`src/rtl/fps_meter_sched.sv`:
```
// Round-robin frame-rate meter: one shared gate timer and edge counter serve each
// enabled vsync channel for a fixed window; per-channel results sit behind a registered read port.
module fps_meter_sched #(
  parameter int NUM_CH      = 4,
  parameter int GATE_CYCLES = 50_000_000,
  parameter int CNT_W       = 20,
  localparam int SEL_W      = $clog2(NUM_CH),
  localparam int GATE_W     = $clog2(GATE_CYCLES)
) (
  input  logic              clk,
  input  logic              rst,
  input  logic [NUM_CH-1:0] vsync,
  input  logic [NUM_CH-1:0] ch_en,
  input  logic              run,
  input  logic [SEL_W-1:0]  sel,
  output logic [CNT_W-1:0]  rd_fps,
  output logic              rd_valid,
  output logic              busy,
  output logic [SEL_W-1:0]  cur_ch,
  output logic              done,
  output logic [SEL_W-1:0]  done_ch
);

  typedef enum logic [2:0] {IDLE, SELECT, ARM, GATE, STORE} state_t;

  state_t            state;
  logic [NUM_CH-1:0] sync1, sync2, prev, edges;
  logic [SEL_W-1:0]  last_ch, next_ch, cand;
  logic [GATE_W-1:0] gate_cnt;
  logic [CNT_W-1:0]  edge_cnt;
  logic [CNT_W-1:0]  result [NUM_CH];
  logic [NUM_CH-1:0] valid;

  always_ff @(posedge clk or posedge rst) begin
    if (rst) begin
      sync1 <= '0;
      sync2 <= '0;
      prev  <= '0;
    end else begin
      sync1 <= vsync;
      sync2 <= sync1;
      prev  <= sync2;
    end
  end

  assign edges = sync2 & ~prev;

  // Scan downward so the nearest enabled channel after last_ch wins.
  always_comb begin
    next_ch = last_ch;
    cand    = '0;
    for (int k = NUM_CH; k >= 1; k--) begin
      cand = SEL_W'((int'(last_ch) + k) % NUM_CH);
      if (ch_en[cand]) next_ch = cand;
    end
  end

  always_ff @(posedge clk or posedge rst) begin
    if (rst) begin
      state    <= IDLE;
      last_ch  <= SEL_W'(NUM_CH - 1);
      cur_ch   <= '0;
      busy     <= 1'b0;
      done     <= 1'b0;
      done_ch  <= '0;
      gate_cnt <= '0;
      edge_cnt <= '0;
      valid    <= '0;
      rd_fps   <= '0;
      rd_valid <= 1'b0;
      for (int i = 0; i < NUM_CH; i++) result[i] <= '0;
    end else begin
      done     <= 1'b0;
      rd_fps   <= result[sel];
      rd_valid <= valid[sel];
      // Forward the value being stored so the read port sees it one cycle after STORE.
      if (state == STORE && sel == cur_ch) begin
        rd_fps   <= edge_cnt;
        rd_valid <= 1'b1;
      end

      case (state)
        IDLE: begin
          if (run && |ch_en) state <= SELECT;
        end
        SELECT: begin
          if (!run || ch_en == '0) begin
            state <= IDLE;
          end else begin
            cur_ch <= next_ch;
            busy   <= 1'b1;
            state  <= ARM;
          end
        end
        ARM, GATE: begin
          if (!run) begin
            state <= IDLE;
            busy  <= 1'b0;
          end else if (!ch_en[cur_ch]) begin
            last_ch <= cur_ch;
            state   <= SELECT;
            busy    <= 1'b0;
          end else if (state == ARM) begin
            edge_cnt <= '0;
            gate_cnt <= '0;
            state    <= GATE;
          end else begin
            gate_cnt <= gate_cnt + 1'b1;
            if (edges[cur_ch] && edge_cnt != '1) edge_cnt <= edge_cnt + 1'b1;
            if (gate_cnt == GATE_W'(GATE_CYCLES - 1)) begin
              state   <= STORE;
              busy    <= 1'b0;
              done    <= 1'b1;
              done_ch <= cur_ch;
            end
          end
        end
        STORE: begin
          result[cur_ch] <= edge_cnt;
          valid[cur_ch]  <= 1'b1;
          last_ch        <= cur_ch;
          state          <= SELECT;
        end
        default: state <= IDLE;
      endcase
    end
  end

endmodule

```
`config.mk`:
```
export PLATFORM = sky130hd
export DESIGN_NAME = fps_meter_sched
export DESIGN_NICKNAME = d
export VERILOG_FILES = /design/src/rtl/fps_meter_sched.sv
export SDC_FILE = /design/constraint.sdc
export NUM_CORES = 1
export LEC_CHECK = 0
export ABC_AREA = 1
export CAP_MARGIN = 20
export CORE_ASPECT_RATIO = 0.9
export CORE_MARGIN = 4
export CORE_UTILIZATION = 30
export DETAILED_ROUTE_END_ITERATION = 6
export PLACE_DENSITY_LB_ADDON = 0.05
export SLEW_MARGIN = 10
export SYNTH_ARGS = -nofsm -noshare
export SYNTH_HDL_FRONTEND = slang
export SYNTH_SLANG_ARGS = --single-unit
```
`constraint.sdc`:
```
create_clock -name clk -period 15.7 [get_ports clk]
set_input_delay 4.71 -clock clk [delete_from_list [all_inputs] [get_ports clk]]
set_output_delay 4.71 -clock clk [all_outputs]
set_load 0.02 [all_outputs]
```
# Word level (Yosys, flattened, before mapping)
# Index checks and enable logic that the tools add are counted.
dict set report classes {
  n_eq_ne 14
  order_cmp 10
  bitwise_logic 7
  reduce_logical 21
  muxes 52
  n_addsub 6
}
# cell count
set ops {}
lappend ops {{$mux W20} 6}
lappend ops {{$bwmux W80} 1}
lappend ops {{$bmux W20 S2} 1}
lappend ops {{$demux W20 S2} 1}
lappend ops {{$add A26 B1 Y26 const B} 1}
lappend ops {{$eq A26 B26 Y1 const B} 1}
lappend ops {{$mux W26} 1}
lappend ops {{$add A20 B1 Y20 const B} 1}
lappend ops {{$ne A20 B20 Y1 const B} 1}
lappend ops {{$mux W1} 19}
lappend ops {{$lt A2 B3 Y1 const B} 6}
lappend ops {{$mux W3} 5}
lappend ops {{$bmux W1 S2} 7}
lappend ops {{$mux W2} 7}
lappend ops {{$pmux W3 S4} 1}
lappend ops {{$ne A2 B2 Y1 const B} 4}
lappend ops {{$ne A4 B4 Y1 const B} 2}
lappend ops {{$reduce_and A4 Y1} 2}
lappend ops {{$eq A3 B2 Y1 const B} 2}
lappend ops {{$ge A3 B3 Y1 const B} 2}
lappend ops {{$not A2 Y3} 2}
lappend ops {{$reduce_and A3 Y1} 2}
lappend ops {{$reduce_bool A2 Y1} 3}
lappend ops {{$logic_and A1 B1 Y1} 5}
lappend ops {{23 further kinds} 27}
dict set report totals {
  register_bits 174
  input_bits 13
  output_inout_bits 27
  wordCells 128
}

# Longest topological paths before layout
# Gate-level depths: netlist (run 1).
dict set report logic_depth {
  ltp_word 7
  depth_mapped 11
  mapped_depth_nobuf 11
}

# Worst setup path before layout (run 1)
# No wires, ideal clock.
dict set report synth_path {
  kind {input to register}
  startpoint {input sel[0]}
  endpoint {register rd_fps[10]}
  t_arrival_ns 5.549
  setup_slack_ns 10.021
  path_stages 6
  path_buffers 2
  setup_ns 0.130
  required_ns 15.570
  path_cell_list {clkbuf_1 -> xnor2_1 -> nand3_1 -> clkbuf_1 -> nand2_1 -> o21ai_0}
}
dict set report synth_via {
  elab_chain_cells 5
  elab_cells_between_ends 7
  classes_between {1 x eq/ne; 4 x mux; 1 x bitwise; 1 x reduce/logical}
}
# element line_no
set synth_rtl {}
lappend synth_rtl {{start: declaration} 15} ;# input logic [SEL_W-1:0] sel,
lappend synth_rtl {{$not A2 Y3 (not written as such)} 74} ;# rd_fps <= result[sel];
lappend synth_rtl {{$bmux W20 S2} 74}
lappend synth_rtl {{$mux W20 (not written as such) (2 in series)} 74}
lappend synth_rtl {{$mux W20 (*)} 77} ;# if (state == STORE && sel == cur_ch) begin
lappend synth_rtl {{end signal: assignment} 74}
lappend synth_rtl {{end signal: assignment} 78} ;# rd_fps <= edge_cnt;
lappend synth_rtl {{end: declaration} 16} ;# output logic [CNT_W-1:0] rd_fps,
# Mark *: on every way between the ends. The rest lies on a longest branch, timed or not. The select of a mux whose other input is x is not followed.
# A chain may end at the register's enable or synchronous reset.

# Final worst setup path (run 1)
dict set report layout_path {
  startpoint {input ch_en[2]}
  endpoint {register edge_cnt[18]}
}
dict set report layout_via {
  elab_chain_cells 3
}
# element line_no
set layout_rtl {}
lappend layout_rtl {{start: declaration} 13} ;# input logic [NUM_CH-1:0] ch_en,
lappend layout_rtl {{$bmux W1 S2} 99} ;# end else if (!ch_en[cur_ch]) begin
lappend layout_rtl {{$mux W1 (not written as such)} 99}
lappend layout_rtl {{$reduce_and A4 Y1 (no line)} --}
lappend layout_rtl {{end signal: assignment} 109} ;# if (edges[cur_ch] && edge_cnt != '1) edge_cnt <= edge_cnt + 1'b1;
lappend layout_rtl {{end: declaration} 30} ;# logic [CNT_W-1:0] edge_cnt;
# Every way passes these cells. The select of a mux whose other input is x is not followed.

==> results_dict.tcl, run 1 <==
set metrics [dict create \
    layout_setup_ws_ns 8.36 \
    num_antenna_cells 0 \
    cts_num_sinks 174 \
    fillers 2968 \
    synthTopCellsByArea "dfrtp_1, nand2_1, o21ai_0" \
    tns_ns 0 \
    antenna_left 0 \
    clockRootBuffer "clkbuf_16" \
    yosysMostFrequentCell "nand2_1" \
    final_nets 1126 \
    htreeDepth 4 \
    clk_latency_ns 0.44 \
    wl_per_cell_um 15.5 \
    cts_max_path_buffers 2 \
    synthMuxAreaShare_pct 0 \
    postCtsHoldBufs 0 \
    finalCritPeriodShare_pct 46.7 \
    avgSynthCellArea_sq_um 7.71 \
    synth-adder-area-share_pct 0.296 \
    start_kind "input port" \
    yosysTopAreaCellShare_pct 51.0 \
    cts-resized-gates 0 \
    die_h_um 167 \
    relSlewSlack_pct 35.8 \
    cp-endpoint "edge_cnt[18]$_DFFE_PP0P_" \
    worst_pin_slew_ns 0.962 \
    cp_max_fo 43 \
    grt.overflow.total 0 \
    io_pins 40 \
    seq_area_frac_synth_pct 51.6 \
    dp_slack_ns 7.81 \
    synth_top_family_by_area "simple AND/OR/NAND/NOR gates" \
    cts_made_buffers 17 \
    ir_worst_vdd_uv 76.6 \
    skew_ns 0.0116 \
    syn_to_final_growth_pct 15.8 \
    whs_ns 0.349 \
    rows 57 \
    path_clk_slew_ns 0.07 \
    status "finished, final reports clean" \
    dp_hpwl_um 14400 \
    synthFlopType "dfrtp_1" \
    wirelength_um 22800 \
    synthCells 1095 \
    layout-drive-gt1-share_pct 5.52 \
    ys_top_cells_by_count "nand2_1, dfrtp_1, o21ai_0, nor2_1, inv_1" \
    syn_nets 1110 \
    gp_congestion 0.793 \
    ys_warn_count 0 \
    grt_pass1_wl_um 38300 \
    fmax_mhz 136 \
    worstPathArrival_ns 7.70 \
    cts_tree "done" \
    antenna_found_initial 0 \
    grt_setup_unrepaired "false" \
    crit_path_end_kind "flip-flop" \
    design_area_sq_um 9770 \
    numPortBuffers 39 \
    vias_per_cell 4.72 \
    netlist_area_sq_um 8440 \
    ys_types 33 \
    postPlaceCellArea_sq_um 9130 \
    synth_compound_gate_area_share_pct 12.8 \
    multi_input_area_sq_um 3540 \
    reg2reg_slack_ns 12.34 \
    drt-initial-drc-count 479 \
    p_leak_uw 0.00437 \
    required_ns 16.07 \
    grt_max_degree 126 \
    r2r-end "edge_cnt[18]$_DFFE_PP0P_" \
    drtPass1Iterations 5 \
    hold_path_class "reg -> reg" \
    synth_edf_count 0 \
    startpoint "ch_en[2]" \
    r2r_start "cur_ch[0]$_DFFE_PP0N_" \
    seq_area_sq_um 4360 \
    yosysTopAreaCell "dfrtp_1" \
    period_minus_slack_ns 7.34 \
    async_reset_ff_share_pct 100 \
    initial_core_util_pct 30.8 \
    hold_viol_final 0 \
    pwr_density_cell_nw_per_um2 130 \
    yosys.area_share.simple_pct 27.4 \
    reg2reg_depth 9 \
    cts_setup_buffers 0 \
    critical_path_class "in -> reg" \
    num_vias 6979 \
    synth_seq_cells 174 \
    grtUsageTotal_pct 15.4 \
    synthXorXnorAreaFrac_pct 1.45 \
    setup_viol 0 \
    die-area_sq_um 30900 \
    remaining_drc_errors 0 \
    maxSlewViolCount 0 \
    max_cap_violations 0 \
    core_sq_um 27400 \
    die_x_um 185 \
    grt_pass1_vias 6830 \
]
-- state kept, by name, summed over array words and instances (netlist names) --
signal    flops
result       80
gate_cnt     26
edge_cnt     20
rd_fps       20
prev          4
sync1         4
sync2         4
valid         4
state         3
cur_ch        2
done_ch       2
last_ch       2
busy          1
done          1
rd_valid      1
-- worst min path at each step --
stage	slack, ns	startpoint	depth (start not counted)	end
after floorplan	0.33	sync1[0]$_DFF_PP0_	0	sync2[0]$_DFF_PP0_
after global placement	0.34	sync1[1]$_DFF_PP0_	0	sync2[1]$_DFF_PP0_
after detailed placement	0.34	sync1[3]$_DFF_PP0_	0	sync2[3]$_DFF_PP0_
after CTS	0.35	sync1[3]$_DFF_PP0_	0	sync2[3]$_DFF_PP0_
after global routing	0.35	sync1[2]$_DFF_PP0_	0	sync2[2]$_DFF_PP0_
final	0.35	sync1[3]$_DFF_PP0_	0	sync2[3]$_DFF_PP0_
-- cell type report --
type                    count  area share [%]
multi-input cells         783            36.3
inverters                  88            3.46
well taps                 354            4.53
repair buffers             47            4.61
flip-flops and latches    174            44.6
clock buffers              18            4.49
clock inverters            14            2.09
-- metal layers --
metal  share of wire, %  vias up  wire, um  track usage (%)
met4               0.80        0       183             3.16
met1                 54     3310     12200             23.1
met5                  0        -         0                0
li1                   -     3581         -                -
met3                2.5       12       564             2.99
met2                 43       76      9870             23.3
-- cell families after synthesis --
family / count (synthesis)
AO/OA/AOI/OAI: 208
XOR/XNOR: 14
adder cells (fa/ha/maj): 2
buffers and inverters: 138
flip-flops: 174
AND/OR/NAND/NOR: 559
-- worst max-delay path: stages --
cell and delay, ns:
clkdlybuf4s50_1 0.50, nand3_1 0.08, nand2_1 0.16, nor2_4 0.07
nor2_8 0.42, nand3_1 0.69, nand2_1 0.84, nand2_1 0.14
nand2_1 0.08
-- through the flow --
| step | utilization, % | std cells | power [uW] |
|---|---|---|---|
| 2_1_floorplan | - | 1095 | 730 |
| 3_3_place_gp | 33.3 | 1446 | 814 |
| 3_5_place_dp | 33.3 | 1446 | 810 |
| 4_1_cts | 35.7 | 1478 | 1290 |
| 5_1_grt | 35.7 | 1478 | 1350 |
| 6_report | 35.7 | 1478 | 1270 |
-- cells in the final DEF (no fill, tap or decap), drive strengths merged, types with 2 or more instances in the layout --
cell type | synthesis | layout
xnor2 | 4 | 4
nor3 | 3 | 3
clkdlybuf4s50 | 0 | 39
o22ai | 20 | 20
o21ai | 179 | 179
buf | 17 | 8
bufinv | 0 | 4
inv | 88 | 92
dfrtp | 172 | 172
ha | 2 | 2
nor2 | 131 | 131
nand2 | 325 | 325
clkbuf | 33 | 18
clkinv | 0 | 4
xor2 | 10 | 10
nand3 | 68 | 68
a21oi | 5 | 5
nand4 | 24 | 24
or2 | 3 | 3
dfstp | 2 | 2
clkinvlp | 0 | 2
and2 | 3 | 3
-- report_power, final --
| part | switching (uW) | internal [uW] | leakage (uW) | total, uW |
|---|---|---|---|---|
| sequential | 61.8 | 494 | 0.00233 | 556 |
| clock | 197 | 274 | 0.000310 | 471 |
| combinational | 160 | 81.6 | 0.00173 | 241 |
Note: power is estimated with default switching activity, not from simulation.
==> run 2: changes to the inputs <==
==> constraint.sdc (replaced) <==
create_clock -name clk -period 7.6 [get_ports clk]
set_input_delay 2.28 -clock clk [delete_from_list [all_inputs] [get_ports clk]]
set_output_delay 2.28 -clock clk [all_outputs]
set_load 0.02 [all_outputs]
==> run 2 against run 1 <==
Effect of this change: first-iteration DRC count rose by 9.4%; clock skew barely moved; clock power rose by 94%; sequential share of layout area rose by 0.17 points; critical endpoint is now edge_cnt[15]$_DFFE_PP0P_.
==> results_dict.tcl, run 2 (synthesized netlist as in run 1, its figures left out) <==
set metrics [dict create \
    postCtsHoldBufs 0 \
    required_ns 7.96 \
    layout-drive-gt1-share_pct 5.34 \
    cts_setup_buffers 0 \
    io_pins 40 \
    grt.overflow.total 0 \
    clockRootBuffer "clkbuf_16" \
    reg2reg_slack_ns 4.20 \
    final_util_pct 35.6 \
    largestRegisters "result (80), gate_cnt (26)" \
    ir_worst_vdd_uv 158 \
    cts-resized-gates 0 \
    setup_viol 0 \
    p_leak_uw 0.00435 \
    finalPower_uw 2560 \
    pwr_density_cell_nw_per_um2 263 \
    maxSlewViolCount 0 \
    layout_commonest_cell "nand2_1" \
    grt_max_degree 136 \
    dp_hpwl_um 14500 \
    seq_area_sq_um 4360 \
    path_clk_slew_ns 0.07 \
    critical_path_class "in -> reg" \
    slowest_delay_ns 0.87 \
    die_x_um 185 \
    skew_ns 0.0117 \
    hold_path_class "reg -> reg" \
    drtPass1Iterations 5 \
    remaining_drc_errors 0 \
    grtUsageTotal_pct 15.5 \
    htreeDepth 4 \
    wl_per_cell_um 15.5 \
    clk_latency_ns 0.43 \
    worstPathArrival_ns 5.31 \
    cp.depth 9 \
    grt_pass1_wl_um 38500 \
    die-area_sq_um 30900 \
    tns_ns 0 \
    r2r_start "cur_ch[0]$_DFFE_PP0N_" \
    relSlewSlack_pct 35.3 \
    largest_register_ffs 80 \
    cp_max_fo 43 \
    numPortBuffers 39 \
    finalCritPeriodShare_pct 65.1 \
    drt-initial-drc-count 524 \
    antenna_left 0 \
    cp_slowest_cell "nand2_1" \
    period_minus_slack_ns 4.95 \
    hold_start "sync1[0]$_DFF_PP0_" \
    gp_congestion 0.810 \
    start_kind "input port" \
    num_antenna_cells 0 \
    syn_to_final_growth_pct 15.3 \
    hold_depth 0 \
    final_cell_mix "nand2_1, dfrtp_1, o21ai_0" \
    cts_tree "done" \
    path_common_cell "nand2_1" \
    crit_chain "clkdlybuf4s50_1 > nand3_1 > nand2_1 > nor2_4 > nor2_8 > nand3_1 > nand2_1 > nand2_1 > nand2_1" \
    core_sq_um 27400 \
    fillers 2932 \
    max_cap_violations 0 \
    top_register "result" \
    grt_setup_unrepaired "false" \
    num_vias 7092 \
    rows 57 \
    dp_slack_ns 2.15 \
    cts_num_sinks 174 \
    reg2reg_depth 9 \
    die_h_um 167 \
    cts_max_path_buffers 2 \
    placed_cells 1446 \
    instances_no_fill 1478 \
    crit_family "simple AND/OR/NAND/NOR gates" \
    fmax_mhz 202 \
    multi_input_area_sq_um 3540 \
    cts_made_buffers 17 \
    crit_path_end_kind "flip-flop" \
    layout_setup_ws_ns 2.65 \
    hold_viol_final 0 \
    wirelength_um 22900 \
    initial_core_util_pct 30.8 \
    final_nets 1126 \
    worstHoldEndpoint "sync2[0]$_DFF_PP0_" \
    status "finished, final reports clean" \
    worst_pin_slew_ns 0.971 \
    critPathBufInv 1 \
    vias_per_cell 4.80 \
    antenna_found_initial 0 \
    grt_pass1_vias 7026 \
    r2r-end "edge_cnt[15]$_DFFE_PP0P_" \
]
## run 2: per-stage QoR
stage                     cell area (sq um)  hold slack (ns)
after floorplan                        8440            0.331
after global placement                 9130            0.332
after detailed placement               9130            0.336
after CTS                              9740            0.353
after global routing                   9740            0.355
final                                  9740            0.348
## run 2: worst max path at each step
stage / start / to / slack [ns]
global placement: ch_en[2] / edge_cnt[9]$_DFFE_PP0P_ / 2.23
detailed placement: ch_en[2] / edge_cnt[15]$_DFFE_PP0P_ / 2.15
floorplan: rst / busy$_DFFE_PP0P_ / 0.61
CTS: ch_en[2] / edge_cnt[15]$_DFFE_PP0P_ / 2.61
global route: ch_en[2] / edge_cnt[7]$_DFFE_PP0P_ / 2.26
finish: ch_en[2] / edge_cnt[15]$_DFFE_PP0P_ / 2.65
## run 2: power by group
group / leakage (uW) / switching, uW / internal, uW
combinational: 0.00173 / 335 / 169
clock: 0.000284 / 384 / 530
sequential: 0.00233 / 125 / 1020
total: 0.00435 / 844 / 1720
## run 2: layout make-up
cell class	instances	area share, %
multi-input cells	783	36.4
flip-flops and latches	174	44.7
clock buffers	20	4.59
well taps	354	4.55
clock inverters	12	1.64
repair buffers	47	4.63
inverters	88	3.47
## run 2: routing by layer
metal	vias up	GRT usage, %	part of all wire [%]
met5	-	0	0
met4	0	3.57	1.1
met3	19	2.67	3.0
met2	100	23.4	44
met1	3399	23.2	52
li1	3574	-	-
==> run 3: changes to the inputs <==
==> constraint.sdc (replaced) <==
create_clock -name clk -period 5 [get_ports clk]
set_input_delay 1.5 -clock clk [delete_from_list [all_inputs] [get_ports clk]]
set_output_delay 1.5 -clock clk [all_outputs]
set_load 0.02 [all_outputs]
==> run 3 against run 2 <==
Effect of this change: sequential power up 52%; design area up 1.3%; total power up 57%; worst hold slack better by 0.0016 ns; largest cell class unchanged; count of clock-buffer cells in the layout down 2; via count down 1.3%; clock skew down 0.0025 ns; die area unchanged; critical path depth up 1; first-iteration DRC count down 1.3%; non-clock buffer count up 7.
==> results_dict.tcl, run 3 (synthesized netlist as in run 1, its figures left out) <==
set metrics [dict create \
    startpoint "ch_en[2]" \
    largestRegisters "result (80), gate_cnt (26)" \
    final_nets 1133 \
    r2r-end "edge_cnt[5]$_DFFE_PP0P_" \
    p_leak_uw 0.00442 \
    grtUsageTotal_pct 15.3 \
    hold_path_class "reg -> reg" \
    worst_pin_slew_ns 0.935 \
    cts_tree "done" \
    die_x_um 185 \
    grt_setup_unrepaired "false" \
    skew_ns 0.00922 \
    initial_core_util_pct 30.8 \
    drtPass1Iterations 4 \
    design_area_sq_um 9860 \
    cp_slowest_cell "nand2_1" \
    clk_latency_ns 0.43 \
    die-area_sq_um 30900 \
    remaining_drc_errors 0 \
    cp_max_fo 26 \
    crit_path_end_kind "flip-flop" \
    finalPower_uw 4040 \
    final_cell_mix "nand2_1, dfrtp_1, o21ai_0" \
    wl_per_cell_um 15.4 \
    num_antenna_cells 0 \
    postCtsHoldBufs 0 \
    maxSlewViolCount 0 \
    die_h_um 167 \
    grt_pass1_wl_um 37900 \
    wirelength_um 22900 \
    critical_path_class "in -> reg" \
    largest_register_ffs 80 \
    reg2reg_depth 11 \
    numPortBuffers 39 \
    setup_viol 0 \
    pwr-share-seq_pct 43.3 \
    required_ns 5.37 \
    worstPathArrival_ns 3.77 \
    tns_ns 0 \
    grt_pass1_vias 6838 \
    combinationalPowerShare_pct 19.3 \
    postPlaceCellArea_sq_um 9210 \
    cp-endpoint "edge_cnt[5]$_DFFE_PP0P_" \
    start_kind "input port" \
    rows 57 \
    reg2reg_slack_ns 2.25 \
    io_pins 40 \
    drt-initial-drc-count 517 \
    clkPwrFrac_pct 37.4 \
    max_cap_violations 0 \
    syn_to_final_growth_pct 16.8 \
    cts_setup_buffers 0 \
    crit_chain "clkdlybuf4s50_1 > nand3_1 > nand2_1 > nor2_4 > nor2_8 > nand3_1 > buf_4 > nand2_1 > nand2_1 > nand2_1" \
    path_common_cell "nand2_1" \
    path_clk_slew_ns 0.07 \
    slowest_delay_ns 0.62 \
    internal_power_uw 2720 \
    cts_max_path_buffers 2 \
    status "finished, final reports clean" \
    cts-resized-gates 0 \
    top_register "result" \
    relSlewSlack_pct 37.6 \
    cts_made_buffers 17 \
    antenna_left 0 \
    pwr_density_cell_nw_per_um2 409 \
    ir_worst_vdd_uv 231 \
    htreeDepth 4 \
    switching_share_pct 32.7 \
    grt.overflow.total 0 \
    core_sq_um 27400 \
    antenna_found_initial 0 \
    layout-drive-gt1-share_pct 6.01 \
    r2r_start "edge_cnt[0]$_DFFE_PP0P_" \
    layout_commonest_cell "nand2_1" \
    clockRootBuffer "clkbuf_16" \
    grt_max_degree 72 \
    final_util_pct 36.0 \
    num_vias 7002 \
    vias_per_cell 4.72 \
    fmax_mhz 293 \
    p_switching_uw 1320 \
    gp_congestion 0.806 \
    period_minus_slack_ns 3.41 \
    dp_hpwl_um 15100 \
    finalCritPeriodShare_pct 68.2 \
    hold_viol_final 0 \
    cts_num_sinks 174 \
]
==> run 3: cell count changes in the layout (fill, tap and decap cells not counted), sizes merged <==
cell / before / now
buf: 8 / 15
bufinv: 3 / 5
clkbuf: 20 / 18
clkinv: 2 / 1
clkinvlp: 4 / 3
inv: 91 / 93
==> run 3: power by group through the flow <==
stage	Sequential, uW	Combinational (uW)	Clock, uW
5_1_grt	1770	889	1620
4_1_cts	1750	790	1560
2_1_floorplan	1710	584	0
6_report	1750	777	1510
3_5_place_dp	1770	787	0
3_3_place_gp	1780	787	0
==> run 3: metrics by stage <==
stage	worst slack, ns	hold slack (ns)	instances
after floorplan	1.28	0.331	1095
after global placement	1.14	0.333	1453
after detailed placement	1.12	0.337	1453
after CTS	1.58	0.353	1485
after global routing	1.37	0.365	1485
final	1.59	0.350	1485
==> run 3: layout make-up <==
cell class / count / area [sq um]
multi-input cells: 783 / 3540
clock inverters: 14 / 228
repair buffers: 54 / 528
fillers: 2903 / 17500
well taps: 354 / 443
flip-flops and latches: 174 / 4360
inverters: 88 / 334
clock buffers: 18 / 429
==> run 3: critical path, delay by kind of cell <==
family	cells	cell delay (ns)
and+or+nand+nor	8	1.54
buffers and inverters	2	0.73
==> run 3: metal layers <==
metal | vias to the layer above | track usage, % | wire length (um)
met5 | - | 0 | 0
met4 | 0 | 2.58 | 158
met3 | 12 | 3.10 | 673
met2 | 89 | 23.1 | 9940
met1 | 3305 | 23.0 | 12100
li1 | 3596 | - | -
==> run 3: how the worst min path moves through the flow <==
stage / from / to / slack (ns) / cells after the start
floorplan: sync1[0]$_DFF_PP0_ / sync2[0]$_DFF_PP0_ / 0.33 / 0
global placement: sync1[2]$_DFF_PP0_ / sync2[2]$_DFF_PP0_ / 0.33 / 0
detailed placement: sync1[1]$_DFF_PP0_ / sync2[1]$_DFF_PP0_ / 0.34 / 0
CTS: sync1[1]$_DFF_PP0_ / sync2[1]$_DFF_PP0_ / 0.35 / 0
global route: sync1[1]$_DFF_PP0_ / sync2[1]$_DFF_PP0_ / 0.37 / 0
finish: sync1[1]$_DFF_PP0_ / sync2[1]$_DFF_PP0_ / 0.35 / 0
